[src/rtl/imem_boot_ctrl_pkg.sv]
// Shared constants for the instruction-memory boot loader and fetch sequencer.
// Holds the FSM encoding, the word geometry and the fault-return instruction.
package imem_boot_pkg;

    localparam logic [1:0] BOOT   = 2'd0;
    localparam logic [1:0] COMMIT = 2'd1;
    localparam logic [1:0] RUN    = 2'd2;

    localparam int BYTES_PER_WORD = 4;

    // addi x0,x0,0 -- harmless filler returned on a faulting fetch
    localparam logic [31:0] NOP_INST = 32'h00000013;

endpackage

[src/rtl/imem_boot_ctrl_if.sv]
// Loader, fetch and memory-port signals of imem_boot_ctrl bundled as one interface.
// The master view belongs to the controller; the slave view to its environment.
interface imem_boot_ctrl_if #(
    parameter int ADDR_W = 32
);
    logic              ld_valid;
    logic [7:0]        ld_byte;
    logic              ld_last;
    logic              ld_ready;
    logic [ADDR_W-1:0] ld_words;
    logic              ld_err;
    logic              core_run;
    logic              fetch_req;
    logic [ADDR_W-1:0] fetch_addr;
    logic              fetch_valid;
    logic [31:0]       fetch_inst;
    logic              fetch_err;
    logic              mem_store;
    logic [ADDR_W-1:0] mem_addr;
    logic [31:0]       mem_wdata;
    logic [31:0]       mem_rdata;

    modport master (
        input  ld_valid, ld_byte, ld_last, fetch_req, fetch_addr, mem_rdata,
        output ld_ready, ld_words, ld_err, core_run, fetch_valid, fetch_inst,
               fetch_err, mem_store, mem_addr, mem_wdata
    );

    modport slave (
        output ld_valid, ld_byte, ld_last, fetch_req, fetch_addr, mem_rdata,
        input  ld_ready, ld_words, ld_err, core_run, fetch_valid, fetch_inst,
               fetch_err, mem_store, mem_addr, mem_wdata
    );

endinterface

[src/rtl/imem_boot_ctrl_byte_packer.sv]
// Packs accepted loader bytes little-endian into a 32-bit word buffer.
// Unfilled lanes stay zero because the buffer is cleared after every commit.
module byte_packer
    import imem_boot_pkg::*;
(
    input  logic        clk,
    input  logic        rst,
    input  logic        accept,
    input  logic        clear,
    input  logic [7:0]  byte_in,
    input  logic        last_in,
    output logic [31:0] word,
    output logic        word_done,
    output logic        word_last
);

    logic [1:0] byte_cnt;

    assign word_done = accept && ((byte_cnt == 2'(BYTES_PER_WORD - 1)) || last_in);

    always_ff @(posedge clk) begin
        if (rst || clear) begin
            byte_cnt  <= 2'd0;
            word      <= 32'd0;
            word_last <= 1'b0;
        end else if (accept) begin
            word[{byte_cnt, 3'b000} +: 8] <= byte_in;
            byte_cnt                      <= byte_cnt + 2'd1;
            if (last_in) begin
                word_last <= 1'b1;
            end
        end
    end

endmodule

[src/rtl/imem_boot_ctrl.sv]
// Boot loader and fetch sequencer: sole master of the instruction memory port.
// Packs the boot image into words, commits them, then serves 1-cycle fetches.
module imem_boot_ctrl
    import imem_boot_pkg::*;
#(
    parameter int          DEPTH  = 32,
    parameter int          ADDR_W = 32,
    parameter logic [31:0] NOP    = NOP_INST
) (
    input  logic             clk,
    input  logic             rst,
    imem_boot_ctrl_if.master bus
);

    // Highest byte address at which a whole word still fits in memory
    localparam logic [ADDR_W-1:0] LAST_WORD = ADDR_W'(DEPTH - BYTES_PER_WORD);

    logic [1:0]        state;
    logic [ADDR_W-1:0] wr_ptr;
    logic [31:0]       word;
    logic              word_done;
    logic              word_last;
    logic              accept;
    logic              fits;
    logic              fault;

    assign bus.ld_ready  = (state == BOOT) && !rst;
    assign accept        = bus.ld_valid && bus.ld_ready;
    assign fits          = (wr_ptr <= LAST_WORD);
    assign fault         = (bus.fetch_addr[1:0] != 2'b00) || (bus.fetch_addr > LAST_WORD);
    assign bus.core_run  = (state == RUN);
    assign bus.mem_addr  = (state == RUN) ? bus.fetch_addr : wr_ptr;
    assign bus.mem_wdata = word;
    assign bus.mem_store = (state == COMMIT) && fits;

    byte_packer u_packer (
        .clk       (clk),
        .rst       (rst),
        .accept    (accept),
        .clear     (state == COMMIT),
        .byte_in   (bus.ld_byte),
        .last_in   (bus.ld_last),
        .word      (word),
        .word_done (word_done),
        .word_last (word_last)
    );

    // An overflowing word is dropped but still ends the image if it carried ld_last
    always_ff @(posedge clk) begin
        if (rst) begin
            state        <= BOOT;
            wr_ptr       <= '0;
            bus.ld_words <= '0;
            bus.ld_err   <= 1'b0;
        end else begin
            case (state)
                BOOT: begin
                    if (word_done) begin
                        state <= COMMIT;
                    end
                end
                COMMIT: begin
                    if (fits) begin
                        wr_ptr       <= wr_ptr + ADDR_W'(BYTES_PER_WORD);
                        bus.ld_words <= bus.ld_words + 1'b1;
                    end else begin
                        bus.ld_err <= 1'b1;
                    end
                    state <= word_last ? RUN : BOOT;
                end
                RUN: begin
                    state <= RUN;
                end
                default: begin
                    state <= BOOT;
                end
            endcase
        end
    end

    always_ff @(posedge clk) begin
        if (rst) begin
            bus.fetch_valid <= 1'b0;
            bus.fetch_err   <= 1'b0;
            bus.fetch_inst  <= 32'd0;
        end else if ((state == RUN) && bus.fetch_req) begin
            bus.fetch_valid <= 1'b1;
            bus.fetch_err   <= fault;
            bus.fetch_inst  <= fault ? NOP : bus.mem_rdata;
        end else begin
            bus.fetch_valid <= 1'b0;
            bus.fetch_err   <= 1'b0;
        end
    end

endmodule

[src/flat_wrapper.sv]
// flat-port wrapper written by rule: the top's interface ports become plain ports
module imem_boot_ctrl_flat import imem_boot_pkg::*;
#(
    parameter int          DEPTH  = 32,
    parameter int          ADDR_W = 32,
    parameter logic [31:0] NOP    = NOP_INST
)
  (clk, rst, bus_ld_valid, bus_ld_byte, bus_ld_last, bus_fetch_req, bus_fetch_addr, bus_mem_rdata, bus_ld_ready, bus_ld_words, bus_ld_err, bus_core_run, bus_fetch_valid, bus_fetch_inst, bus_fetch_err, bus_mem_store, bus_mem_addr, bus_mem_wdata);
  imem_boot_ctrl_if #(.ADDR_W(ADDR_W)) bus_i ();
  input  logic clk;
  input  logic rst;
  input wire logic [$bits(bus_i.ld_valid)-1:0] bus_ld_valid;
  input wire logic [$bits(bus_i.ld_byte)-1:0] bus_ld_byte;
  input wire logic [$bits(bus_i.ld_last)-1:0] bus_ld_last;
  input wire logic [$bits(bus_i.fetch_req)-1:0] bus_fetch_req;
  input wire logic [$bits(bus_i.fetch_addr)-1:0] bus_fetch_addr;
  input wire logic [$bits(bus_i.mem_rdata)-1:0] bus_mem_rdata;
  output wire logic [$bits(bus_i.ld_ready)-1:0] bus_ld_ready;
  output wire logic [$bits(bus_i.ld_words)-1:0] bus_ld_words;
  output wire logic [$bits(bus_i.ld_err)-1:0] bus_ld_err;
  output wire logic [$bits(bus_i.core_run)-1:0] bus_core_run;
  output wire logic [$bits(bus_i.fetch_valid)-1:0] bus_fetch_valid;
  output wire logic [$bits(bus_i.fetch_inst)-1:0] bus_fetch_inst;
  output wire logic [$bits(bus_i.fetch_err)-1:0] bus_fetch_err;
  output wire logic [$bits(bus_i.mem_store)-1:0] bus_mem_store;
  output wire logic [$bits(bus_i.mem_addr)-1:0] bus_mem_addr;
  output wire logic [$bits(bus_i.mem_wdata)-1:0] bus_mem_wdata;
  assign bus_i.ld_valid = bus_ld_valid;
  assign bus_i.ld_byte = bus_ld_byte;
  assign bus_i.ld_last = bus_ld_last;
  assign bus_i.fetch_req = bus_fetch_req;
  assign bus_i.fetch_addr = bus_fetch_addr;
  assign bus_i.mem_rdata = bus_mem_rdata;
  assign bus_ld_ready = bus_i.ld_ready;
  assign bus_ld_words = bus_i.ld_words;
  assign bus_ld_err = bus_i.ld_err;
  assign bus_core_run = bus_i.core_run;
  assign bus_fetch_valid = bus_i.fetch_valid;
  assign bus_fetch_inst = bus_i.fetch_inst;
  assign bus_fetch_err = bus_i.fetch_err;
  assign bus_mem_store = bus_i.mem_store;
  assign bus_mem_addr = bus_i.mem_addr;
  assign bus_mem_wdata = bus_i.mem_wdata;
  imem_boot_ctrl #(.DEPTH(DEPTH), .ADDR_W(ADDR_W), .NOP(NOP)) u_core (.clk(clk), .rst(rst), .bus(bus_i));
endmodule
[config.mk]
export PLATFORM = sky130hd
export DESIGN_NAME = imem_boot_ctrl_flat
export DESIGN_NICKNAME = d
export VERILOG_FILES = /design/src/rtl/imem_boot_ctrl_pkg.sv /design/src/rtl/imem_boot_ctrl_if.sv /design/src/rtl/imem_boot_ctrl_byte_packer.sv /design/src/rtl/imem_boot_ctrl.sv /design/src/flat_wrapper.sv
export SDC_FILE = /design/constraint.sdc
export NUM_CORES = 1
export LEC_CHECK = 0
export ABC_AREA = 1
export BUFFER_PORTS_ARGS = -buffer_cell sky130_fd_sc_hd__clkbuf_2
export CAP_MARGIN = 20
export CORE_ASPECT_RATIO = 1.5
export CORE_MARGIN = 2
export CORE_UTILIZATION = 45
export DETAILED_ROUTE_END_ITERATION = 8
export GPL_TIMING_DRIVEN = 0
export PLACE_DENSITY_LB_ADDON = 0.3
export SLEW_MARGIN = 0
export SYNTH_ARGS = -nofsm -noshare
export SYNTH_HDL_FRONTEND = slang
export SYNTH_SLANG_ARGS = --single-unit
export TNS_END_PERCENT = 10
[constraint.sdc]
create_clock -name clk -period 2.42 [get_ports clk]
set_clock_uncertainty 0.15 [all_clocks]
set_input_delay 0.121 -clock clk [delete_from_list [all_inputs] [get_ports clk]]
set_output_delay 0.121 -clock clk [all_outputs]
set_load 0.01 [all_outputs]
==> results.yml <==
outcome:
  status: "completed"
floorplanning:
  rows: 53
  fp.dieArea_um2: 15360
  die_y_um: 150.8
  die_w_um: 101.8
  start_util_pct: 45.97
  ios: 211
  core_um2: 14060
grt:
  first_global_vias: 6998
  grt_antenna_before_repair: 0
  grt_max_degree: 17
  grt_pass1_wl_um: 32580
  grt_overflow_total: 0
  grt_use_total_pct: 26.88
final_layout:
  area_growth_pct: 35.99
  fillers: 1320
  num_antenna_cells: 0
  drive_above_1_share_pct: 23.19
  final_util_pct: 62.51
  final_area_um2: 8788
  final_common_cell: "nand2_1"
  final_cell_mix: "nand2_1, clkbuf_2, nor2_1, dfxtp_1, a21oi_1"
  nets: 1331
  layoutNonFillerInstCount: 1451
clock_tree:
  numCtsBuffers: 17
  cts_buffer_depth: 2
  clk-insertion-delay-late_ns: 0.41
  htree_levels: 4
  cts_tree: "yes"
  cts.clk_slew.worst_paths_ns: 0.06
  cts_sinks: 134
  root_buffer: "clkbuf_16"
place:
  placed_cell_area_um2: 7749
  place_inst: 1373
  gp_congestion: 0.9800
  hpwlAfterDp_um: 15390
  dp_slack_ns: 0.1174
  io_buffers: 209
setup_path:
  end_kind: "output port"
  cp.required_ns: 2.15
  worst_setup_path_start_kind: "register"
  crit_type: "reg -> out"
  path_max_fanout: 10
  crit_arrival_ns: 2.00
drt:
  drtPass1Iterations: 5
  wire_per_inst_um: 14.30
  ant_nets: 0
  drt_iter0_markers: 296
  drc: 0
  viasPerCell: 5.059
  vias: 7341
  routed_wl_um: 20750
sta:
  setup_ws_ns: 0.1446
  rsz0062_at_grt: "no"
  finalCritPeriodShare_pct: 94.02
  worstMarginPinSlew_ns: 0.5608
  finalHoldViolCount: 0
  period_needed_ns: 2.275
  fmax_mhz: 439.5
  maxSlewHeadroom_pct: 62.61
  finalSetupViolCount: 0
  holdWs_ns: 0.03623
  fin_tns_setup_ns: 0
  slew_violations: 0
power_and_ir_drop:
  total_power_mw: 5.138
  powerDensity_nw_per_um2: 584.6
  power_leakage_nw: 3.794
  peakVddDrop_mv: 0.4214
synthesis:
  postSynthAreaPerCell_um2: 6.649
  synth_cell_types: 26
  synth_area_um2: 6462
  syn_nets: 1057
  syn_inst: 972
  ys_seq_elements: 134
  synth_seq_area_share_pct: 41.51
  synth_warnings: 0
min_path:
  min_path_type: "in -> reg"
flow_run:
  cap_violations: 0
## Yosys cell counts, drive strengths merged
cell type	n	area, um^2
a21oi	98	490.5
buf	31	192.7
clkbuf	15	56.30
dfxtp	134	2683
ha	8	100.1
inv	78	292.8
nand2	289	1095
nand3	51	265.3
nand3b	2	15.01
nand4	21	131.4
nor2	155	629.3
nor3	6	52.55
o21ai	73	365.4
or2	1	6.260
xnor2	5	43.79
xor2	5	43.79
## area by class of cell
cell class              instances  area [um^2]  area share, %
plain buffers                  46        251.5          2.862
clock buffers                  20        456.7          5.196
flip-flops and latches        134         2683          30.52
inverters                      78        292.8          3.331
repair buffers                255         1506          17.14
well taps                     192        240.2          2.733
multi-input cells             714         3238          36.85
clock inverters                12        120.1          1.367
## where the power goes
part	internal [mW]	total (mW)	switching (mW)
clock network	1.48	2.52	1.04
logic	0.157	0.379	0.222
registers	2.22	2.24	0.0145
total	3.86	5.14	1.27
## what timing repair did
action	in CTS	in global routing
setup buffers	0	0
setup endpoints to repair	0	25
hold endpoints to repair	60	0
resized for setup	0	4
hold buffers	46	0
## worst max-delay path, cell delays in order (launching register included)
cell	delay, ns
dfxtp_1	0.46
inv_2	0.07
nor2_4	0.22
clkbuf_1	0.41
o21ai_0	0.24
clkbuf_2	0.18
## path summary, 6_finish.rpt
path                                from                           to  slack (ns)  depth (start not counted)
min reg2reg            u_core.wr_ptr[22]            u_core.wr_ptr[22]        0.30                          2
max reg2reg  u_core.u_packer.byte_cnt[0]     u_core.u_packer.word[31]        0.24                          8
min                                  rst  u_core.u_packer.byte_cnt[0]        0.04                          4
max                      u_core.state[1]              bus_mem_addr[5]        0.14                          5
## cell families (layout without fill, tap and decap cells)
group                    after synthesis  after routing  share of synthesized area [%]
buffers and inverters                124            411                          8.383
XOR/XNOR                              10             10                          1.355
AND/OR/NAND/NOR                      525            525                          33.96
flip-flops                           134            134                          41.51
adder cells (fa/ha/maj)                8              8                          1.549
AO/OA/AOI/OAI                        171            171                          13.24
## metal layers
| metal | GRT usage, % | wire length, um | up-vias | share of wire, % |
|---|---|---|---|---|
| li1 | - | - | 3654 | - |
| met1 | 28.57 | 7611 | 3317 | 37 |
| met2 | 48.62 | 10810 | 291 | 52 |
| met3 | 5.399 | 1238 | 79 | 6.0 |
| met4 | 15.07 | 1084 | 0 | 5.2 |
| met5 | 0 | 0 | - | 0 |
## sequential cells by signal, indices dropped and copies added (netlist names), 2 cells and up
| signal | flops |
|---|---|
| u_core.u_packer.word | 32 |
| u_core.wr_ptr | 30 |
| u_core.bus.fetch_inst | 32 |
| u_core.bus.ld_words | 32 |
| u_core.state | 2 |
| u_core.u_packer.byte_cnt | 2 |
Power figures use the tool's default switching activity.
